### src/rtl/risk_issue.sv
// risk_issue -- issue stage in front of the risk matrix unit.
//
// Accepts compact matrix instructions over a valid/ready port into a
// DEPTH-entry FIFO, then expands each instruction into count+1 consecutive
// risk ops with an auto-incremented address. A one-cycle NOP bubble is
// inserted between a store and an immediately following load so the risk
// unit's delayed write enable has landed before the load reads.
//
// Optional feature macro: RISK_ISSUE_PERF_EN
//   When defined, adds saturating 16-bit counters perf_issued_o (cycles with
//   a valid op on risk_func_o) and perf_bubbles_o (BUBBLE cycles).
//
// Ports:
//   clk_i            clock, all logic on posedge
//   reset_i          synchronous active-high reset
//   in_valid_i       instruction valid
//   in_ready_o       FIFO not full (combinational)
//   in_func_i        000 load, 001 store, 010 zero, others invalid (issue as NOP)
//   in_reg_i         register index
//   in_addr_i        start address
//   in_addr_inc_i    address increment per repeat
//   in_stride_x_i    x stride, held for all repeats
//   in_stride_y_i    y stride, held for all repeats
//   in_count_i       extra repeats (total ops = count+1)
//   risk_func_o      registered op code, 3'b111 = NOP
//   risk_reg_o       registered register index
//   risk_addr_o      registered address
//   risk_stride_x_o  registered x stride
//   risk_stride_y_o  registered y stride
//   perf_issued_o    (RISK_ISSUE_PERF_EN only) issued-op cycle counter
//   perf_bubbles_o   (RISK_ISSUE_PERF_EN only) bubble cycle counter
//   busy_o           FIFO non-empty, repeats remaining, or bubble pending

module risk_issue #(
    parameter int LOGCNT   = 5,
    parameter int LOGDEPTH = 2
) (
    input  logic                   clk_i,
    input  logic                   reset_i,
    input  logic                   in_valid_i,
    output logic                   in_ready_o,
    input  logic [2:0]             in_func_i,
    input  logic [4:0]             in_reg_i,
    input  logic [10+LOGCNT-1:0]   in_addr_i,
    input  logic [10+LOGCNT-1:0]   in_addr_inc_i,
    input  logic [10+LOGCNT-2:0]   in_stride_x_i,
    input  logic [10+LOGCNT-2:0]   in_stride_y_i,
    input  logic [7:0]             in_count_i,
    output logic [2:0]             risk_func_o,
    output logic [4:0]             risk_reg_o,
    output logic [10+LOGCNT-1:0]   risk_addr_o,
    output logic [10+LOGCNT-2:0]   risk_stride_x_o,
    output logic [10+LOGCNT-2:0]   risk_stride_y_o,
`ifdef RISK_ISSUE_PERF_EN
    output logic [15:0]            perf_issued_o,
    output logic [15:0]            perf_bubbles_o,
`endif
    output logic                   busy_o
);

    localparam int AW    = 10 + LOGCNT;
    localparam int SW    = 10 + LOGCNT - 1;
    localparam int DEPTH = 1 << LOGDEPTH;

    localparam logic [2:0] FUNC_LOAD  = 3'b000;
    localparam logic [2:0] FUNC_STORE = 3'b001;
    localparam logic [2:0] FUNC_ZERO  = 3'b010;
    localparam logic [2:0] FUNC_NOP   = 3'b111;

    typedef struct packed {
        logic [2:0]    func;
        logic [4:0]    rgi;
        logic [AW-1:0] addr;
        logic [AW-1:0] inc;
        logic [SW-1:0] sx;
        logic [SW-1:0] sy;
        logic [7:0]    cnt;
    } instr_t;

    typedef enum logic [1:0] {
        ST_IDLE   = 2'd0,
        ST_RUN    = 2'd1,
        ST_BUBBLE = 2'd2
    } state_t;

    // ------------------------------------------------------------------
    // Instruction FIFO
    // ------------------------------------------------------------------
    instr_t                fifo_mem_q [DEPTH];
    logic [LOGDEPTH-1:0]   wr_ptr_q, wr_ptr_d;
    logic [LOGDEPTH-1:0]   rd_ptr_q, rd_ptr_d;
    logic [LOGDEPTH:0]     occ_q, occ_d;
    logic                  fifo_full;
    logic                  fifo_empty;
    logic                  push;
    logic                  pop;
    instr_t                head;
    instr_t                in_instr;

    assign fifo_full  = (occ_q == (LOGDEPTH+1)'(DEPTH));
    assign fifo_empty = (occ_q == '0);
    // Ready depends only on the registered occupancy: a pop in the same
    // cycle does not open the door until the next cycle.
    assign in_ready_o = !fifo_full;
    assign push       = in_valid_i && !fifo_full;
    assign head       = fifo_mem_q[rd_ptr_q];

    assign in_instr.func = in_func_i;
    assign in_instr.rgi  = in_reg_i;
    assign in_instr.addr = in_addr_i;
    assign in_instr.inc  = in_addr_inc_i;
    assign in_instr.sx   = in_stride_x_i;
    assign in_instr.sy   = in_stride_y_i;
    assign in_instr.cnt  = in_count_i;

    always_comb begin
        wr_ptr_d = wr_ptr_q;
        rd_ptr_d = rd_ptr_q;
        occ_d    = occ_q;
        if (push) begin
            wr_ptr_d = wr_ptr_q + LOGDEPTH'(1);
        end
        if (pop) begin
            rd_ptr_d = rd_ptr_q + LOGDEPTH'(1);
        end
        if (push && !pop) begin
            occ_d = occ_q + (LOGDEPTH+1)'(1);
        end else if (pop && !push) begin
            occ_d = occ_q - (LOGDEPTH+1)'(1);
        end
    end

    always_ff @(posedge clk_i) begin
        if (reset_i) begin
            wr_ptr_q <= '0;
            rd_ptr_q <= '0;
            occ_q    <= '0;
        end else begin
            wr_ptr_q <= wr_ptr_d;
            rd_ptr_q <= rd_ptr_d;
            occ_q    <= occ_d;
        end
    end

    // Storage needs no reset; occupancy alone decides what is valid.
    always_ff @(posedge clk_i) begin
        if (!reset_i && push) begin
            fifo_mem_q[wr_ptr_q] <= in_instr;
        end
    end

    // ------------------------------------------------------------------
    // Expansion FSM and output registers
    // ------------------------------------------------------------------
    state_t          state_q, state_d;
    logic [2:0]      func_q, func_d;
    logic [4:0]      reg_q, reg_d;
    logic [AW-1:0]   addr_q, addr_d;
    logic [AW-1:0]   inc_q, inc_d;
    logic [SW-1:0]   sx_q, sx_d;
    logic [SW-1:0]   sy_q, sy_d;
    logic [7:0]      rep_q, rep_d;
    logic            hazard;
    logic [2:0]      head_func;

    // The op on the output this cycle is the "last issued" op at the next
    // edge. From IDLE the output is already NOP, so a store seen two cycles
    // back never causes a bubble.
    assign hazard = (func_q == FUNC_STORE) && (head.func == FUNC_LOAD);

    // Invalid codes still consume their repeat slots, but as NOPs.
    assign head_func = ((head.func == FUNC_LOAD) || (head.func == FUNC_STORE) ||
                        (head.func == FUNC_ZERO)) ? head.func : FUNC_NOP;

    always_comb begin
        state_d = state_q;
        func_d  = func_q;
        reg_d   = reg_q;
        addr_d  = addr_q;
        inc_d   = inc_q;
        sx_d    = sx_q;
        sy_d    = sy_q;
        rep_d   = rep_q;
        pop     = 1'b0;

        unique case (state_q)
            ST_IDLE: begin
                func_d = FUNC_NOP;
                if (!fifo_empty) begin
                    if (hazard) begin
                        state_d = ST_BUBBLE;
                    end else begin
                        func_d  = head_func;
                        reg_d   = head.rgi;
                        addr_d  = head.addr;
                        inc_d   = head.inc;
                        sx_d    = head.sx;
                        sy_d    = head.sy;
                        rep_d   = head.cnt;
                        pop     = 1'b1;
                        state_d = ST_RUN;
                    end
                end
            end

            ST_RUN: begin
                if (rep_q != 8'd0) begin
                    addr_d = addr_q + inc_q;
                    rep_d  = rep_q - 8'd1;
                end else if (!fifo_empty) begin
                    if (hazard) begin
                        func_d  = FUNC_NOP;
                        state_d = ST_BUBBLE;
                    end else begin
                        func_d = head_func;
                        reg_d  = head.rgi;
                        addr_d = head.addr;
                        inc_d  = head.inc;
                        sx_d   = head.sx;
                        sy_d   = head.sy;
                        rep_d  = head.cnt;
                        pop    = 1'b1;
                    end
                end else begin
                    func_d  = FUNC_NOP;
                    state_d = ST_IDLE;
                end
            end

            ST_BUBBLE: begin
                // The head that caused the bubble is still queued.
                func_d  = head_func;
                reg_d   = head.rgi;
                addr_d  = head.addr;
                inc_d   = head.inc;
                sx_d    = head.sx;
                sy_d    = head.sy;
                rep_d   = head.cnt;
                pop     = 1'b1;
                state_d = ST_RUN;
            end

            default: begin
                func_d  = FUNC_NOP;
                state_d = ST_IDLE;
            end
        endcase
    end

    always_ff @(posedge clk_i) begin
        if (reset_i) begin
            state_q <= ST_IDLE;
            func_q  <= FUNC_NOP;
            reg_q   <= '0;
            addr_q  <= '0;
            inc_q   <= '0;
            sx_q    <= '0;
            sy_q    <= '0;
            rep_q   <= '0;
        end else begin
            state_q <= state_d;
            func_q  <= func_d;
            reg_q   <= reg_d;
            addr_q  <= addr_d;
            inc_q   <= inc_d;
            sx_q    <= sx_d;
            sy_q    <= sy_d;
            rep_q   <= rep_d;
        end
    end

    assign risk_func_o     = func_q;
    assign risk_reg_o      = reg_q;
    assign risk_addr_o     = addr_q;
    assign risk_stride_x_o = sx_q;
    assign risk_stride_y_o = sy_q;

    // Any non-IDLE state means either repeats remain, the final op is on the
    // output, or a bubble is pending; busy drops with the trailing NOP.
    assign busy_o = (state_q != ST_IDLE) || !fifo_empty;

`ifdef RISK_ISSUE_PERF_EN
    logic [15:0] perf_issued_q, perf_issued_d;
    logic [15:0] perf_bubbles_q, perf_bubbles_d;
    logic        out_valid_op;

    assign out_valid_op = (func_q == FUNC_LOAD) || (func_q == FUNC_STORE) ||
                          (func_q == FUNC_ZERO);

    always_comb begin
        perf_issued_d  = perf_issued_q;
        perf_bubbles_d = perf_bubbles_q;
        if (out_valid_op && (perf_issued_q != 16'hFFFF)) begin
            perf_issued_d = perf_issued_q + 16'd1;
        end
        if ((state_q == ST_BUBBLE) && (perf_bubbles_q != 16'hFFFF)) begin
            perf_bubbles_d = perf_bubbles_q + 16'd1;
        end
    end

    always_ff @(posedge clk_i) begin
        if (reset_i) begin
            perf_issued_q  <= '0;
            perf_bubbles_q <= '0;
        end else begin
            perf_issued_q  <= perf_issued_d;
            perf_bubbles_q <= perf_bubbles_d;
        end
    end

    assign perf_issued_o  = perf_issued_q;
    assign perf_bubbles_o = perf_bubbles_q;
`endif

endmodule

### config.mk
export PLATFORM = sky130hd
export DESIGN_NAME = risk_issue
export DESIGN_NICKNAME = d
export VERILOG_FILES = /design/src/rtl/risk_issue.sv
export SDC_FILE = /design/constraint.sdc
export NUM_CORES = 1
export LEC_CHECK = 0
export BUFFER_PORTS_ARGS = -buffer_cell sky130_fd_sc_hd__buf_2
export CORE_MARGIN = 2
export CORE_UTILIZATION = 50
export CTS_BUF_LIST = sky130_fd_sc_hd__clkbuf_8
export DETAILED_ROUTE_END_ITERATION = 7
export PLACE_DENSITY = 0.73
export SKIP_LAST_GASP = 1
export SYNTH_ARGS = -nofsm -noshare
export SYNTH_HDL_FRONTEND = slang
export SYNTH_SLANG_ARGS = --single-unit
### constraint.sdc
create_clock -name clk_i -period 3.4 [get_ports clk_i]
set_input_delay 0.34 -clock clk_i [delete_from_list [all_inputs] [get_ports clk_i]]
set_output_delay 0.34 -clock clk_i [all_outputs]
set_load 0.01 [all_outputs]
Yosys cells after proc, flatten, opt, wreduce, memory -nomap -nowiden
Memory sizes are Yosys's and may differ from the RTL's. A register that Yosys moved wholly into a read port is not among the register bits.
Index checks and enable logic that the tools add are counted.
{ "totals": {"regBits": 83, "latchBits": 0, "ramBits": 296, "rom_bits": 0, "in_bits": 77, "out_inout_bits": 53, "elab_cells": 94, "mem_count": 1} }
{ "op_classes": {"addsub": 6, "n_mul": 0, "n_div": 0, "order_cmp": 0, "n_eq_ne": 9, "n_shift": 0, "muxes": 45, "n_bitwise": 0, "n_reduce_logical": 22} }
{ "mem_list": {"columns": ["memory", "words", "word_bits", "read_ports", "rd_clocked_by_memory_dff", "write_ports", "line_no", "rtl"], "rows": [
  ["fifo_mem_q", 4, 74, 1, 1, 1, "89", "instr_t fifo_mem_q [DEPTH];"]
]} }
{ "ops": {"columns": ["op", "count"], "rows": [
  ["15-bit two-way mux", 6],
  ["15-bit case mux with 3 select lines", 2],
  ["14-bit two-way mux", 6],
  ["14-bit case mux with 3 select lines", 2],
  ["8-bit two-way mux", 3],
  ["8-bit case mux with 3 select lines", 1],
  ["3-bit two-way mux", 6],
  ["15-bit adder", 1],
  ["5-bit two-way mux", 3],
  ["5-bit case mux with 3 select lines", 1],
  ["2-bit two-way mux", 7],
  ["3-bit case mux with 3 select lines", 1],
  ["8-bit nonzero test", 1],
  ["8-bit by 1-bit subtractor with 8-bit output, second input constant", 1],
  ["3-bit by 1-bit == test with 1-bit output, second input constant", 2],
  ["3-bit zero test", 2],
  ["2-bit case mux with 3 select lines", 1],
  ["1-bit logical AND", 5],
  ["1-bit zero test", 5],
  ["1-bit two-way mux", 5],
  ["2-bit by 1-bit adder with 2-bit output, second input constant", 2],
  ["2-bit != test, second input constant", 2],
  ["2-bit nonzero test", 2],
  ["3-bit by 1-bit adder with 3-bit output, second input constant", 1],
  ["other kinds (12)", 14]
]} }

Depth between registers and ports, before layout
Gate-level depths: netlist of the first run.
{ "depth": {"ltp_word": 9, "depth_mapped": 12, "ltp_nobuf": 12} }

Worst setup path before layout of the first run
Ideal clock, no wire load.
{ "synth_path": {"path_type": "register to register", "from": "register with a tool-made name", "to": "register occ_q[2]", "setup_ps": 71, "arrival_ps": 3083, "required_ps": 3329, "setup_slack_ps": 246, "path_stages_with_launch": 13, "path_buffers": 2, "cell_sequence": "dfxtp_1 > buf_4 > mux4_2 > o41a_1 > buf_6 > a21boi_1 > o21ai_2 > ha_1 > inv_1 > fa_1 > xor2_1 > or3_1 > a21oi_1"} }
{ "synth_rtl": {"columns": ["element", "line_no", "rtl"], "rows": [
  ["end signal: assignment", "137", "occ_q <= '0;"],
  ["end signal: assignment", "141", "occ_q <= occ_d;"],
  ["end: declaration", "92", "logic [LOGDEPTH:0] occ_q, occ_d;"]
]} }

==> results of run 1 <==
## per-layer routing
metal	routed length (um)	up-vias	GRT usage (%)
met5	0	-	0
met4	740	0	6.57
met3	1900	59	3.94
met2	15600	251	34.8
met1	13700	4453	26.9
li1	-	4118	-
## where the power goes
part / total (W) / leakage, nW / switching (W) / internal, W
combinational: 0.00478 / 2.45 / 0.00274 / 0.00204
sequential: 0.00615 / 3.39 / 0.000478 / 0.00568
clock: 0.00336 / 0.599 / 0.00175 / 0.00161
## logic make-up after synthesis
group	share of synthesized area [%]
AO/OA/AOI/OAI	7.12
XOR/XNOR	0.980
adder cells (fa/ha/maj)	2.32
buffers and inverters	2.17
flip-flops	69.7
multiplexers	11.4
AND/OR/NAND/NOR	6.31
## registers in the layout, indices dropped and copies added, names as in the netlist, named ones only
register and count:
fifo_mem_q 296, occ_q 3, state_q 2, rep_q 8
risk_reg_o 5, rd_ptr_q 2, risk_stride_y_o 14, inc_q 15
risk_func_o 3, wr_ptr_q 2, risk_addr_o 15, risk_stride_x_o 14
## worst max-delay path by stage
stage          depth (start not counted)       end  slack, ps
2_1_floorplan                         12  occ_q[2]        250
3_3_place_gp                          10  occ_q[2]        360
3_5_place_dp                          10  occ_q[2]        300
4_1_cts                               10  occ_q[2]        280
5_1_grt                               10  occ_q[2]         90
6_report                              10  occ_q[2]        280
## worst max-delay path, delay by kind of cell (launching register included)
kind / cells / cell delay [ps]
AOI/OAI and AO/OA: 4 / 960
xor gates and xnor gates: 1 / 160
adders and majority gates: 2 / 580
buffers and inverters: 1 / 60
DFF: 1 / 430
muxes: 1 / 550
and+or+nand+nor: 1 / 300
## repair_timing
action                                 in CTS  in global routing
gates resized for setup                     0                  0
hold buffers                               74                  0
endpoints found under the hold margin     296                  0
## metrics by stage
step / util, % / area [um2]
after floorplan: - / 15200
after global placement: 54.8 / 16300
after detailed placement: 54.8 / 16300
after CTS: 60.8 / 18100
after global routing: 60.8 / 18100
final: 60.8 / 18100
## final cells by class
cell class | count | area share, %
Inverter | 22 | 0.456
Antenna cell | 2 | 0.0276
Multi-Input combinational cell | 492 | 23.6
Timing Repair Buffer | 225 | 8.99
Sequential cell | 381 | 58.5
Clock inverter | 52 | 1.29
Clock buffer | 58 | 4.41
Tap cell | 390 | 2.69
## layout by cell type (no fill, tap or decap), drive strengths merged, types with 3 or more instances in the layout
cell | netlist | layout
nor3 | 10 | 10
and2 | 7 | 7
dlygate4sd3 | 0 | 74
ha | 25 | 25
buf | 20 | 151
o22ai | 3 | 3
a21oi | 74 | 74
clkbuf | 26 | 58
nor2b | 5 | 5
a22oi | 9 | 9
dfxtp | 85 | 85
xor2 | 10 | 10
mux2i | 6 | 6
nand3 | 4 | 4
o211ai | 5 | 5
a21o | 6 | 6
nand2 | 132 | 132
or3 | 3 | 3
o21ai | 23 | 23
a211oi | 6 | 6
or2 | 4 | 4
mux4 | 74 | 74
nand2b | 4 | 4
inv | 22 | 40
o21a | 3 | 3
nor2 | 33 | 33
xnor2 | 7 | 7
clkinv | 0 | 33
a31oi | 3 | 3
edfxtp | 296 | 296
a221oi | 7 | 7
==> results.py, run 1 <==
metrics = {
    "power": {
        "ir_drop_mv": 0.500,
        "power_density_nw_per_um2": 789,
        "report.power.total_w": 0.0143,
        "power_leakage_nw": 6.44,
    },
    "critical_path": {
        "rrSetupSlack_ps": 280,
        "crit_fanout": 8,
        "arrival_ps": 3640,
        "cp_slowest_cell": "mux4_2",
        "rr_endpoint": "occ_q[2]",
        "cp-end-kind": "flip-flop",
        "critPathMaxStageDelay_ps": 550,
        "start_kind": "flip-flop",
        "crit_type": "flip-flop to flip-flop",
        "path_cells": "mux4_2, o41a_1, a21boi_1, o21ai_2, ha_1, inv_1, fa_1, xor2_1, or3_1, a21oi_1",
        "rr_worst_depth": 10,
        "required_ps": 3920,
    },
    "synthesis": {
        "yosysMostFrequentCell": "edfxtp_1",
        "synth_edf_count": 296,
        "ys.flop_type": "edfxtp_1",
        "syn_area_um2": 15200,
        "yosysTopAreaCell": "edfxtp_1",
        "syn_avg_cell_area_um2": 16.1,
        "synth_top_area_share_pct": 58.5,
        "yosysWarnings": 0,
        "ys_seq_area_share_pct": 69.7,
        "ys_seq_elements": 381,
        "syn-num-nets": 1045,
        "synthTopCellsByCount": "edfxtp_1 (296), nand2_1 (112), dfxtp_1 (85), mux4_2 (74), a21oi_1 (53)",
        "synth_cell_type_count": 63,
        "async_reset_ff_share_pct": 0,
        "yosys-top-cells-area": "edfxtp_1 (59%), dfxtp_1 (11%), mux4_2 (11%)",
        "syn-instance-count": 941,
    },
    "timing": {
        "rsz0062_at_grt": "no",
        "setup_viol": 0,
        "worstMarginPinSlew_ps": 941,
        "drv_slew": 0,
        "hold_violations": 0,
        "layout_min_cycle_time_ps": 3120,
        "fmax_mhz": 321,
        "fin_skew_ps": 25.7,
        "finalSetupTns_ps": 0,
        "worst_slack_ps": 283,
        "min_period_over_period_pct": 91.7,
        "hold_ws_ps": 107,
        "slew_headroom_pct": 37.3,
    },
    "floorplan": {
        "core_um2": 29800,
        "initial_utilization_pct": 51.0,
        "die_y_um": 178,
        "num_rows": 63,
        "io_pins": 130,
        "dieArea_um2": 31800,
        "die_x_um": 178,
    },
    "clock_tree": {
        "clockBufferDepth": 3,
        "cts_tree": "built",
        "clk_pin_slew_worst_paths_ps": 60,
        "cts_setup_buffers": 0,
        "cts_buffers": 58,
        "cts.sinks": 381,
        "cts-root-buf": "clkbuf_8",
        "insertion_delay_ps": 610,
        "htree_levels": 2,
    },
    "cells_and_area": {
        "fin_cells": 1622,
        "multiInputGateArea_um2": 4280,
        "drive_gt1_share_pct": 29.1,
        "regArea_um2": 10600,
        "area_growth_pct": 19.3,
        "fill_cells": 2303,
        "fin_nets": 1284,
    },
    "routing": {
        "vias_per_cell": 5.48,
        "drc": 0,
        "vias": 8881,
        "routed_wl_um": 31900,
        "routedWlPerCell_um": 19.7,
        "first_pass_iters": 5,
        "drtAntennaViolNets": 0,
        "drt_iter0_markers": 746,
    },
    "global_route": {
        "grt_max_degree": 60,
        "grt_overflow": 0,
        "grt_antenna_before_repair": 2,
        "grt_pass1_wl_um": 49800,
        "grt.total_usage_pct": 20.5,
        "grt_pass1_vias": 9275,
    },
    "placement": {
        "gp_congestion": 0.848,
        "dp_hpwl_um": 19300,
        "pre_cts_ws_ps": 301,
        "dp.cells": 1436,
        "io_buffers": 129,
    },
    "min_path": {
        "holdPathStages": 4,
        "min_to": "wr_ptr_q[1]",
        "hp-start": "in_valid_i",
        "hp-class": "primary input to flip-flop",
    },
    "flow_run": {
        "drv_cap": 0,
    },
    "outcome": {
        "status": "finished clean",
    },
}
No activity file was read; power rests on OpenSTA's default activity.
==> run 2: changes to the inputs <==
- PLACE_DENSITY: 0.73 -> 0.7
==> results.py, run 2 (same netlist as run 1, synthesis figures left out) <==
metrics = {
    "placement": {
        "gp_congestion": 0.854,
        "dp_hpwl_um": 19400,
        "io_buffers": 129,
    },
    "outcome": {
        "status": "finished clean",
    },
    "timing": {
        "min_period_over_period_pct": 88.6,
        "fmax_mhz": 332,
        "worstMarginPinSlew_ps": 955,
        "drv_slew": 0,
        "finalSetupTns_ps": 0,
        "layout_min_cycle_time_ps": 3010,
        "slew_headroom_pct": 36.3,
        "setup_viol": 0,
        "fin_skew_ps": 18.6,
        "hold_violations": 0,
        "hold_ws_ps": 193,
        "rsz0062_at_grt": "no",
    },
    "cells_and_area": {
        "largest_reg_flops": 296,
        "final_cell_mix": "edfxtp_1 (296), buf_2 (128), nand2_1 (112), dfxtp_1 (83)",
        "regMostFlops": "fifo_mem_q",
        "drive_gt1_share_pct": 29.6,
        "fin_nets": 1286,
        "layout_commonest_cell": "edfxtp_1",
        "area_growth_pct": 20.0,
        "regArea_um2": 10600,
        "multiInputGateArea_um2": 4280,
        "fill_cells": 2261,
    },
    "floorplan": {
        "initial_utilization_pct": 51.0,
        "io_pins": 130,
        "die_y_um": 178,
        "num_rows": 63,
        "dieArea_um2": 31800,
        "die_x_um": 178,
        "core_um2": 29800,
    },
    "global_route": {
        "grt_max_degree": 54,
        "grt_overflow": 0,
        "grt_pass1_vias": 8935,
        "grt_pass1_wl_um": 48800,
        "grt_antenna_before_repair": 2,
        "grt.total_usage_pct": 20.2,
    },
    "flow_run": {
        "drv_cap": 0,
    },
    "critical_path": {
        "cp_num_buf_inv": 1,
        "rrSetupSlack_ps": 390,
        "crit_type": "flip-flop to flip-flop",
        "cp-end-kind": "flip-flop",
        "rr_endpoint": "occ_q[2]",
        "critPathMaxStageDelay_ps": 540,
        "path_cells": "mux4_2, o41a_1, a21boi_1, o21ai_2, ha_1, inv_1, fa_1, xor2_1, or3_1, a21oi_1",
        "rr_worst_depth": 10,
        "cp_slowest_cell": "mux4_2",
        "crit_family": "compound AO/OA/AOI/OAI gates",
        "crit_fanout": 5,
        "start_kind": "flip-flop",
        "arrival_ps": 3520,
        "required_ps": 3910,
    },
    "clock_tree": {
        "postCtsHoldBufs": 74,
        "cts-root-buf": "clkbuf_8",
        "cts_setup_buffers": 0,
        "cts_resized": 0,
        "cts_buffers": 57,
        "cts.sinks": 381,
        "clockBufferDepth": 3,
        "clk_pin_slew_worst_paths_ps": 60,
        "insertion_delay_ps": 590,
        "cts_tree": "built",
        "htree_levels": 2,
    },
    "power": {
        "ir_drop_mv": 0.505,
        "power_leakage_nw": 6.51,
        "report.power.total_w": 0.0145,
        "power_density_nw_per_um2": 798,
    },
    "routing": {
        "routed_wl_um": 31700,
        "vias_per_cell": 5.45,
        "drtAntennaViolNets": 0,
        "first_pass_iters": 5,
        "drc": 0,
        "vias": 8846,
        "drt_iter0_markers": 584,
        "routedWlPerCell_um": 19.5,
    },
    "min_path": {
        "hp-class": "primary input to flip-flop",
        "holdPathStages": 4,
        "min_to": "wr_ptr_q[1]",
        "hp-start": "in_valid_i",
    },
}
run 2: how the worst max path moves through the flow:
stage,to,slack [ps],from,cells past startpoint
after floorplan,occ_q[2],250,flip-flop,12
after global placement,occ_q[2],430,flip-flop,10
after detailed placement,occ_q[2],390,flip-flop,10
after CTS,occ_q[2],370,flip-flop,10
after global routing,occ_q[2],210,flip-flop,10
final,occ_q[2],390,flip-flop,10
run 2: cell type report:
class                           count  area share [%]
Sequential cell                   381            58.1
Tap cell                          390            2.68
Inverter                           22           0.453
Clock inverter                     42            1.17
Antenna cell                        2          0.0275
Timing Repair Buffer              228            9.13
Clock buffer                       65            4.91
Multi-Input combinational cell    492            23.5
run 2: worst reg2reg max path: stages, from the launching register on:
cell      delay [ps]
dfxtp_4          380
mux4_2           540
o41a_1           450
a21boi_1         140
o21ai_2          180
ha_1             210
inv_1             60
fa_1             370
xor2_1           150
or3_1            310
a21oi_1          140
run 2: power by group:
part / leakage, nW / switching [W] / internal [W]
combinational: 2.47 / 0.00277 / 0.00212
sequential: 3.39 / 0.000436 / 0.00567
clock: 0.656 / 0.00172 / 0.00183
total: 6.51 / 0.00493 / 0.00962
run 2: per-layer routing:
layer	GRT usage, %	vias to the layer above	share of wire [%]
li1	-	4122	-
met1	26.8	4362	42
met2	33.9	310	50
met3	4.09	52	6.5
met4	5.96	0	2.0
met5	0	-	0
run 2: metrics by stage:
step / setup slack (ps) / area (um2) / util, % / cells
CTS: 372 / 18200 / 61.1 / 1620
global route: 206 / 18200 / 61.2 / 1622
floorplan: 246 / 15200 / - / 941
detailed placement: 389 / 16400 / 54.9 / 1439
finish: 389 / 18200 / 61.2 / 1622
global placement: 432 / 16400 / 54.9 / 1439
==> run 3: changes to the inputs <==
- CORE_UTILIZATION: 50 -> 45
- PLACE_DENSITY: 0.7 -> 0.64
==> results.py, run 3 (same netlist as run 1, synthesis figures left out) <==
metrics = {
    "outcome": {
        "status": "finished clean",
    },
    "critical_path": {
        "start_kind": "flip-flop",
        "crit_type": "flip-flop to flip-flop",
        "path_cells": "mux4_2, o41a_1, a21boi_1, o21ai_2, ha_1, inv_1, fa_1, xor2_1, or3_1, a21oi_1",
        "cp-end-kind": "flip-flop",
        "arrival_ps": 3560,
        "required_ps": 3920,
        "rrSetupSlack_ps": 360,
        "critPathMaxStageDelay_ps": 550,
        "crit_fanout": 5,
        "cp_slowest_cell": "mux4_2",
    },
    "routing": {
        "first_pass_iters": 5,
        "routedWlPerCell_um": 19.4,
        "drtAntennaViolNets": 0,
        "vias_per_cell": 5.24,
        "drt_iter0_markers": 650,
        "routed_wl_um": 32700,
        "vias": 8821,
        "drc": 0,
    },
    "timing": {
        "drv_slew": 0,
        "hold_violations": 0,
        "slew_headroom_pct": 36.0,
        "min_period_over_period_pct": 89.3,
        "finalSetupTns_ps": 0,
        "worstMarginPinSlew_ps": 960,
        "fin_skew_ps": 27.4,
        "setup_viol": 0,
        "fmax_mhz": 329,
        "layout_min_cycle_time_ps": 3040,
        "rsz0062_at_grt": "no",
    },
    "power": {
        "combPwrFrac_pct": 33.0,
        "seqPwrFrac_pct": 42.2,
        "power_leakage_nw": 6.55,
        "p_int_w": 0.00954,
        "ir_drop_mv": 0.412,
        "p_sw_w": 0.00491,
        "report.power.total_w": 0.0145,
        "p_sw_share_pct": 34.0,
        "power_density_nw_per_um2": 790,
        "clockPowerShare_pct": 24.7,
    },
    "clock_tree": {
        "cts_setup_buffers": 0,
        "cts_buffers": 60,
        "clockBufferDepth": 3,
        "insertion_delay_ps": 620,
        "clk_pin_slew_worst_paths_ps": 60,
        "cts-root-buf": "clkbuf_8",
        "cts.sinks": 381,
        "cts_tree": "built",
        "htree_levels": 2,
    },
    "floorplan": {
        "initial_utilization_pct": 45.5,
        "num_rows": 67,
        "io_pins": 130,
        "die_x_um": 188,
        "core_um2": 33400,
        "dieArea_um2": 35200,
        "die_y_um": 188,
    },
    "cells_and_area": {
        "largest_reg_flops": 296,
        "layout_commonest_cell": "edfxtp_1",
        "final_cell_mix": "edfxtp_1 (296), buf_2 (128), nand2_1 (112), dfxtp_1 (83)",
        "fin_nets": 1292,
        "regMostFlops": "fifo_mem_q",
        "drive_gt1_share_pct": 29.5,
        "area_growth_pct": 20.5,
    },
    "global_route": {
        "grt.total_usage_pct": 18.9,
        "grt_antenna_before_repair": 1,
        "grt_pass1_vias": 9339,
        "grt_max_degree": 61,
        "grt_overflow": 0,
        "grt_pass1_wl_um": 51800,
    },
    "placement": {
        "io_buffers": 129,
        "gp_congestion": 0.807,
        "dp_hpwl_um": 19800,
    },
    "flow_run": {
        "drv_cap": 0,
    },
    "min_path": {
        "hp-class": "primary input to flip-flop",
    },
}
run 3: worst paths after layout:
kind,from,end,cells past startpoint
min reg2reg,risk_stride_x_o[2],risk_stride_x_o[2],2
max reg2reg,flip-flop,occ_q[2],10
min,in_valid_i,wr_ptr_q[1],4
max,flip-flop,occ_q[2],10
run 3: repair_timing:
item | CTS | global route
hold endpoints to repair | 296 | 0
setup endpoints to repair | 0 | 0
hold buffers | 74 | 0
gates resized for setup | 0 | 0
run 3: power by group through the flow:
stage	Clock (W)	Sequential, W	Combinational (W)
floorplan	0	0.00621	0.00339
global placement	0	0.00618	0.00471
detailed placement	0	0.00620	0.00476
CTS	0.00367	0.00611	0.00485
global route	0.00387	0.00618	0.00530
finish	0.00357	0.00610	0.00477
run 3: routing by layer:
metal | GRT usage [%] | vias to the layer above | part of all wire, %
li1 | - | 4130 | -
met1 | 25.7 | 4422 | 45
met2 | 31.2 | 217 | 48
met3 | 3.78 | 52 | 5.0
met4 | 5.30 | 0 | 1.8
met5 | 0 | - | 0
run 3: stage by stage:
stage / instance area, um2 / utilization, % / worst slack [ps] / hold WS, ps / instances
2_1_floorplan: 15200 / - / 246 / 439 / 941
3_3_place_gp: 16400 / 49.3 / 421 / 439 / 1500
3_5_place_dp: 16400 / 49.3 / 352 / 446 / 1500
4_1_cts: 18300 / 54.8 / 353 / 112 / 1683
5_1_grt: 18300 / 54.8 / 189 / 131 / 1684
6_report: 18300 / 54.8 / 362 / 135 / 1684
run 3: critical path: cells and delay by family, from the launching register on:
kind / cells / cell delay [ps]
AOI/OAI and AO/OA: 4 / 930
adders and majority gates: 2 / 580
buffers and inverters: 1 / 60
and+or+nand+nor: 1 / 300
DFF: 1 / 390
xor gates and xnor gates: 1 / 150
muxes: 1 / 550
run 3: layout make-up:
type | count | area [um2]
well taps | 448 | 561
diodes | 1 | 2.50
fillers | 2773 | 15100
flip-flops and latches | 381 | 10600
clock buffers | 66 | 908
clock inverters | 43 | 203
repair buffers | 231 | 1660
multi-input cells | 492 | 4280
inverters | 22 | 82.6
